[config.mk]
export PLATFORM = sky130hd
export DESIGN_NAME = register_dump
export DESIGN_NICKNAME = d
export VERILOG_FILES = /design/src/rtl/register_dump.sv
export SDC_FILE = /design/constraint.sdc
export NUM_CORES = 1
export LEC_CHECK = 0
export CAP_MARGIN = 20
export CELL_PAD_IN_SITES_DETAIL_PLACEMENT = 1
export CELL_PAD_IN_SITES_GLOBAL_PLACEMENT = 1
export CORE_MARGIN = 3
export CORE_UTILIZATION = 39
export CTS_CLUSTER_DIAMETER = 80
export CTS_CLUSTER_SIZE = 8
export DETAILED_ROUTE_END_ITERATION = 10
export HOLD_SLACK_MARGIN = 0.12
export PLACE_DENSITY = 0.85
export RECOVER_POWER = 25
export SLEW_MARGIN = 5
export SYNTH_ARGS = -nofsm -noshare
export SYNTH_HDL_FRONTEND = slang
export SYNTH_SLANG_ARGS = --single-unit
[constraint.sdc]
create_clock -name i_clk -period 2.35 [get_ports i_clk]
set_input_delay 0.705 -clock i_clk [delete_from_list [all_inputs] [get_ports i_clk]]
set_output_delay 0.705 -clock i_clk [all_outputs]
set_load 0.01 [all_outputs]
[src/rtl/register_dump.sv]
`default_nettype none
// ============================================================================
// Module  : register_dump
// Brief   : Walks every word of a register file in ascending address order
//           and streams each word out least-significant byte first over a
//           valid/ready byte channel. Pulses o_done when the last byte of the
//           last word has been accepted.
// Revision: 1.0 - initial release
// ============================================================================
module register_dump #(
  parameter int NB_REGISTER = 32,
  parameter int NB_ADDR     = 5,
  parameter int NB_BYTE     = 8
) (
  input  logic                   i_clk,
  input  logic                   i_reset,
  input  logic                   i_start,
  output logic [NB_ADDR-1:0]     o_r_addr,
  input  logic [NB_REGISTER-1:0] i_r_data,
  output logic [NB_BYTE-1:0]     o_tx_data,
  output logic                   o_tx_valid,
  input  logic                   i_tx_ready,
  output logic                   o_busy,
  output logic                   o_done
);

  localparam int BYTES_PER_WORD = NB_REGISTER / NB_BYTE;
  localparam int NB_BCNT        = (BYTES_PER_WORD > 1) ? $clog2(BYTES_PER_WORD) : 1;
  localparam logic [NB_BCNT-1:0] LAST_BYTE = NB_BCNT'(BYTES_PER_WORD - 1);
  localparam logic [NB_ADDR-1:0] LAST_ADDR = {NB_ADDR{1'b1}};

  typedef enum logic [1:0] {
    IDLE = 2'd0,
    LOAD = 2'd1,
    SEND = 2'd2,
    DONE = 2'd3
  } state_t;

  state_t                 state;
  state_t                 state_next;
  logic [NB_ADDR-1:0]     addr_cnt;
  logic [NB_ADDR-1:0]     addr_next;
  logic [NB_REGISTER-1:0] shift_reg;
  logic [NB_REGISTER-1:0] shift_next;
  logic [NB_BCNT-1:0]     byte_cnt;
  logic [NB_BCNT-1:0]     byte_next;
  logic                   transfer;

  // A byte moves only while SEND is offering it and the transmitter accepts.
  assign transfer = (state == SEND) && i_tx_ready;

  // Outputs are pure decodes of the registered state, so they never glitch
  // with i_tx_ready and naturally hold steady across stalled cycles.
  assign o_r_addr   = addr_cnt;
  assign o_tx_data  = shift_reg[NB_BYTE-1:0];
  assign o_tx_valid = (state == SEND);
  assign o_busy     = (state != IDLE);
  assign o_done     = (state == DONE);

  // Next-state and datapath update; everything holds unless a rule moves it.
  always_comb begin
    state_next = state;
    addr_next  = addr_cnt;
    shift_next = shift_reg;
    byte_next  = byte_cnt;
    case (state)
      IDLE: begin
        if (i_start) begin
          addr_next  = '0;
          state_next = LOAD;
        end
      end
      LOAD: begin
        // Snapshot the word so later register-file writes cannot touch
        // bytes still waiting to go out.
        shift_next = i_r_data;
        byte_next  = '0;
        state_next = SEND;
      end
      SEND: begin
        if (transfer) begin
          if (byte_cnt != LAST_BYTE) begin
            shift_next = shift_reg >> NB_BYTE;
            byte_next  = byte_cnt + 1'b1;
          end else if (addr_cnt == LAST_ADDR) begin
            state_next = DONE;
          end else begin
            addr_next  = addr_cnt + 1'b1;
            state_next = LOAD;
          end
        end
      end
      DONE: begin
        addr_next  = '0;
        state_next = IDLE;
      end
      default: begin
        state_next = IDLE;
      end
    endcase
  end

  // State and datapath registers with synchronous active-low reset.
  always_ff @(posedge i_clk) begin
    if (!i_reset) begin
      state     <= IDLE;
      addr_cnt  <= '0;
      shift_reg <= '0;
      byte_cnt  <= '0;
    end else begin
      state     <= state_next;
      addr_cnt  <= addr_next;
      shift_reg <= shift_next;
      byte_cnt  <= byte_next;
    end
  end

endmodule
`default_nettype wire

* After elaboration in Yosys (flattened, before gate mapping)
Index checks and enable logic that the tools add are counted.
** Cells by class
- $add $sub $neg :: 2
- Equal/unequal tests :: 10
- Mux-type cells :: 16
- Reduce and logical (&&, ||, !) cells :: 8
** Operators with widths (number)
- 2-to-1 mux 32 bit :: 2
- one-hot mux 32 bit (2 select lines) :: 1
- 2-to-1 mux 5 bit :: 4
- one-hot mux 5 bit (3 select lines) :: 1
- 2-to-1 mux 2 bit :: 6
- != test 2 bit (second input constant) :: 4
- one-hot mux 2 bit (4 select lines) :: 1
- AND reduction 3 bit :: 2
- adder 5 x 1 -> 5 bit (second input constant) :: 1
- == test 5 bit (second input constant) :: 1
- AND reduction 5 bit :: 1
- == test 2 bit (second input constant) :: 2
- != test 2 x 1 -> 1 bit (second input constant) :: 2
- one-hot mux 2 bit (2 select lines) :: 1
- nonzero test 2 bit :: 2
- nonzero test 3 bit :: 1
- adder 2 x 1 -> 2 bit (second input constant) :: 1
- == test 2 x 1 -> 1 bit (second input constant) :: 1
- logical NOT 2 bit :: 1
- logical AND 1 bit :: 1
** Word-level totals
- Flip-flop bits (word level) :: 41
- Input bits :: 36
- Output and inout port bits :: 16

* Logic depth before layout (Yosys ltp)
- Depth in word-level cells :: 5
- Gate-level depth with buffers :: 7
- Mapped depth without buffers :: 6

* Least setup slack after synthesis
No wires, ideal clock.
- Path kind :: input port to flip-flop
- Start :: input port i_tx_ready
- End :: register shift_reg[10]
- Setup time :: 0.089 ns
- Arrival time :: 1.635 ns
- Data required time :: 2.261 ns
- Setup slack :: 0.626 ns
- Cell stages on the path :: 6
- Buffers on the path :: 3
- Cell sequence :: nor4bb_4 buf_6 or2_1 buf_4 buf_6 a311oi_2
** Between the ends
- Word-level cells in the longest chain between the ends :: 3
** RTL lines
- start, declared :: RTL line 22 : input logic i_tx_ready,
- logical AND 1 bit :: RTL line 50 : assign transfer = (state == SEND) && i_tx_ready;
- != test 2 x 1 -> 1 bit (no line)
- AND reduction 3 bit (no line)
- end signal, assigned :: RTL line 113 : shift_reg <= shift_next;
- end, declared :: RTL line 43 : logic [NB_REGISTER-1:0] shift_reg;
No other way between the ends.
A chain may end at the register's enable or synchronous reset.

* Final worst setup path
- Start :: input port i_tx_ready
- End :: register shift_reg[11]
Same word-level chain as after synthesis.

==> impl_metrics.py <==
metrics = {
    "sta": {
        "slew_violations": 0,
        "slew_headroom": 0.543,
        "worst_pin_slew_ps": 684,
        "hold_viol_final": 0,
        "whs_ps": 486,
        "fin_crit_sh": 0.951,
        "skew_ps": 3.84,
        "setup_tns_ps": 0,
        "report.final.setup_viol": 0,
        "rsz0062_at_grt": "no",
        "min_period_ps": 2240,
        "fmax_mhz": 447,
    },
    "floorplan": {
        "die_h_um": 79.0,
        "core_um2": 4940,
        "die-area_um2": 6240,
        "io-pin-count": 52,
        "dieWidth_um": 79.0,
        "initial_core_util": 0.420,
        "rows": 25,
    },
    "clock_tree": {
        "cts-resized-gates": 0,
        "postCtsSetupBuffers": 0,
        "cts_buffers": 5,
        "cts_max_level": 2,
        "clock_tree.root_cell": "clkbuf_8",
        "holdBufCountCts": 0,
        "clk_pin_slew_ps": 80,
        "cts_buffer_depth": 2,
        "clkLatencyLatePin_ps": 290,
        "cts_tree": "yes",
        "cts.sinks": 41,
    },
    "drt": {
        "viasPerCell": 5.48,
        "vias": 1818,
        "post_drt_wl_per_cell_um": 16.2,
        "drc": 0,
        "routed_wl_um": 5380,
        "ant_nets": 0,
        "first_pass_iters": 4,
        "drt_iter0_drc": 60,
    },
    "synthesis": {
        "yosysTopAreaCell": "dfxtp_1",
        "syn_area_um2": 2080,
        "synth_top_area_share": 0.395,
        "synthArstFlopShare": 0,
        "seq_area_frac_synth": 0.395,
        "postSynthNetCount": 265,
        "synth_edf_count": 0,
        "synth-simple-area-share": 0.260,
        "synth_most_common_cell": "nand2_1",
        "synth_top_family_by_area": "simple AND/OR/NAND/NOR gates",
        "synthXorXnorAreaFrac": 0,
        "yosysUniqueCellTypes": 37,
        "synth_common_cells": "50 x nand2_1, 41 x dfxtp_1, 25 x nor3_1, 20 x a311oi_2, 11 x a32o_1",
        "ys.flop_type": "dfxtp_1",
        "yosys_warnings": 0,
        "syn_area_per_cell_um2": 9.19,
        "netlist_instances": 226,
        "synth.area.top_cells": "dfxtp_1 40%, a311oi_2 14%, nand2_1 9.0%, nor3_1 6.0%, a32o_1 5.3%",
        "ys_ff_latch": 41,
        "synth_mux_area_frac": 0,
        "synth_fa_ha_area_frac": 0.0181,
        "synth_compound_area_frac": 0.237,
    },
    "global_routing": {
        "grt_pass1_vias": 1931,
        "grt_pass1_wl_um": 9180,
        "grt.total_usage": 0.182,
        "antenna_found_initial": 0,
        "gr-total-overflow": 0,
        "grt_max_degree": 28,
    },
    "critical_path": {
        "worstPathCellList": "dlygate4sd3_1 -> nor4bb_1 -> buf_4 -> nor3_1 -> a311oi_2",
        "start_kind": "input port",
        "critical_path_class": "input port to register",
        "worstPathArrival_ps": 2440,
        "cpMaxStageDelayCell": "dlygate4sd3_1",
        "cp-end-kind": "register",
        "setup.worst_path.start": "i_tx_ready",
        "crit_buf_inv": 2,
        "cp_max_fo": 24,
        "max_stage_delay_ps": 540,
        "worstReg2RegStart": "byte_cnt[0]$_SDFFE_PN0P_",
        "crit_required_ps": 2550,
        "path_delay_family": "buffers and inverters",
    },
    "status": {
        "status": "complete, no violations",
    },
    "finish": {
        "final_core_util": 0.536,
        "num_antenna_cells": 0,
        "largest_register_ffs": 32,
        "multi_input_area_um2": 1060,
        "nNetsFinal": 304,
        "area_growth_pct": 27.5,
        "nFillCells": 616,
        "register_area_um2": 821,
        "drive_above_1_share": 0.155,
    },
    "placed_design": {
        "dp_hpwl_um": 3860,
        "gp_congestion": 0.761,
        "io_buffer_count": 51,
    },
    "pwr": {
        "powerDensity_nw_per_um2": 600,
        "vdd_drop_max_mv": 0.303,
        "leakagePower_nw": 0.958,
    },
    "job": {
        "maxCapViolCount": 0,
    },
    "min_path": {
        "hold_path_class": "register to register",
        "min_from": "shift_reg[8]$_SDFFE_PN0P_",
    },
}
## where the power goes
| group | switching, mW | internal [mW] |
|---|---|---|
| clock | 0.235 | 0.232 |
| combinational | 0.169 | 0.176 |
| sequential | 0.0302 | 0.747 |
| total | 0.434 | 1.15 |
## worst register-to-register path: cells and delay by family, from the launching register on
family,cells,cell delay (ps)
flip-flops,1,350
buffers and inverters,1,360
AO/OA/AOI/OAI,1,250
AND/OR/NAND/NOR,2,590
adder cells (fa/ha/maj),1,300
## area by class of cell
| cell class | count | share of cell area |
|---|---|---|
| multi-input combinational | 153 | 0.400 |
| sequential | 41 | 0.310 |
| clock buffer | 6 | 0.0312 |
| inverter | 3 | 0.00473 |
| clock inverter | 1 | 0.00284 |
| timing repair buffer | 61 | 0.220 |
| tap | 67 | 0.0317 |
## per-stage QoR
| stage | cells | total power [mW] | setup WS [ps] | instance area, µm² |
|---|---|---|---|---|
| after floorplan | 226 | 1.02 | 626 | 2080 |
| after global placement | 325 | 1.13 | 116 | 2580 |
| after detailed placement | 325 | 1.15 | 40.7 | 2580 |
| after CTS | 332 | 1.61 | 102 | 2670 |
| after global routing | 332 | 1.66 | 10.1 | 2650 |
| final | 332 | 1.59 | 115 | 2650 |
## worst paths after layout
path	depth (start not counted)	to	slack, ps
max	5	shift_reg[11]$_SDFFE_PN0P_	110
min	2	shift_reg[0]$_SDFFE_PN0P_	490
max reg2reg	5	shift_reg[11]$_SDFFE_PN0P_	420
min reg2reg	2	shift_reg[0]$_SDFFE_PN0P_	490
## cells in the final DEF (no fill, tap or decap), types with 2 or more instances in the layout
cell type / count
nand3_1: 5
dlygate4sd3_1: 5
ha_1: 3
o21ai_0: 2
a311oi_1: 4
a21oi_1: 2
a32o_1: 11
and2_1: 4
nor3_1: 25
nor2_1: 2
a311oi_2: 20
buf_4: 9
or2_1: 2
and3_1: 4
nand3b_1: 3
nor4bb_1: 2
dfxtp_1: 41
nor2b_1: 2
clkdlybuf4s50_1: 46
clkbuf_8: 6
nand2_1: 50
## per-layer routing
layer / part of all wire / vias up / global-route usage
li1: - / 899 / -
met1: 0.46 / 860 / 0.231
met2: 0.48 / 48 / 0.308
met3: 0.049 / 11 / 0.0351
met4: 0.016 / 0 / 0.0601
met5: 0 / - / 0
## logic make-up after synthesis
kind of cell	Yosys count
AND/OR/NAND/NOR	107
adder cells (fa/ha/maj)	3
AO/OA/AOI/OAI	43
flip-flops	41
buffers and inverters	32
No activity file was read; power rests on OpenSTA's default activity.
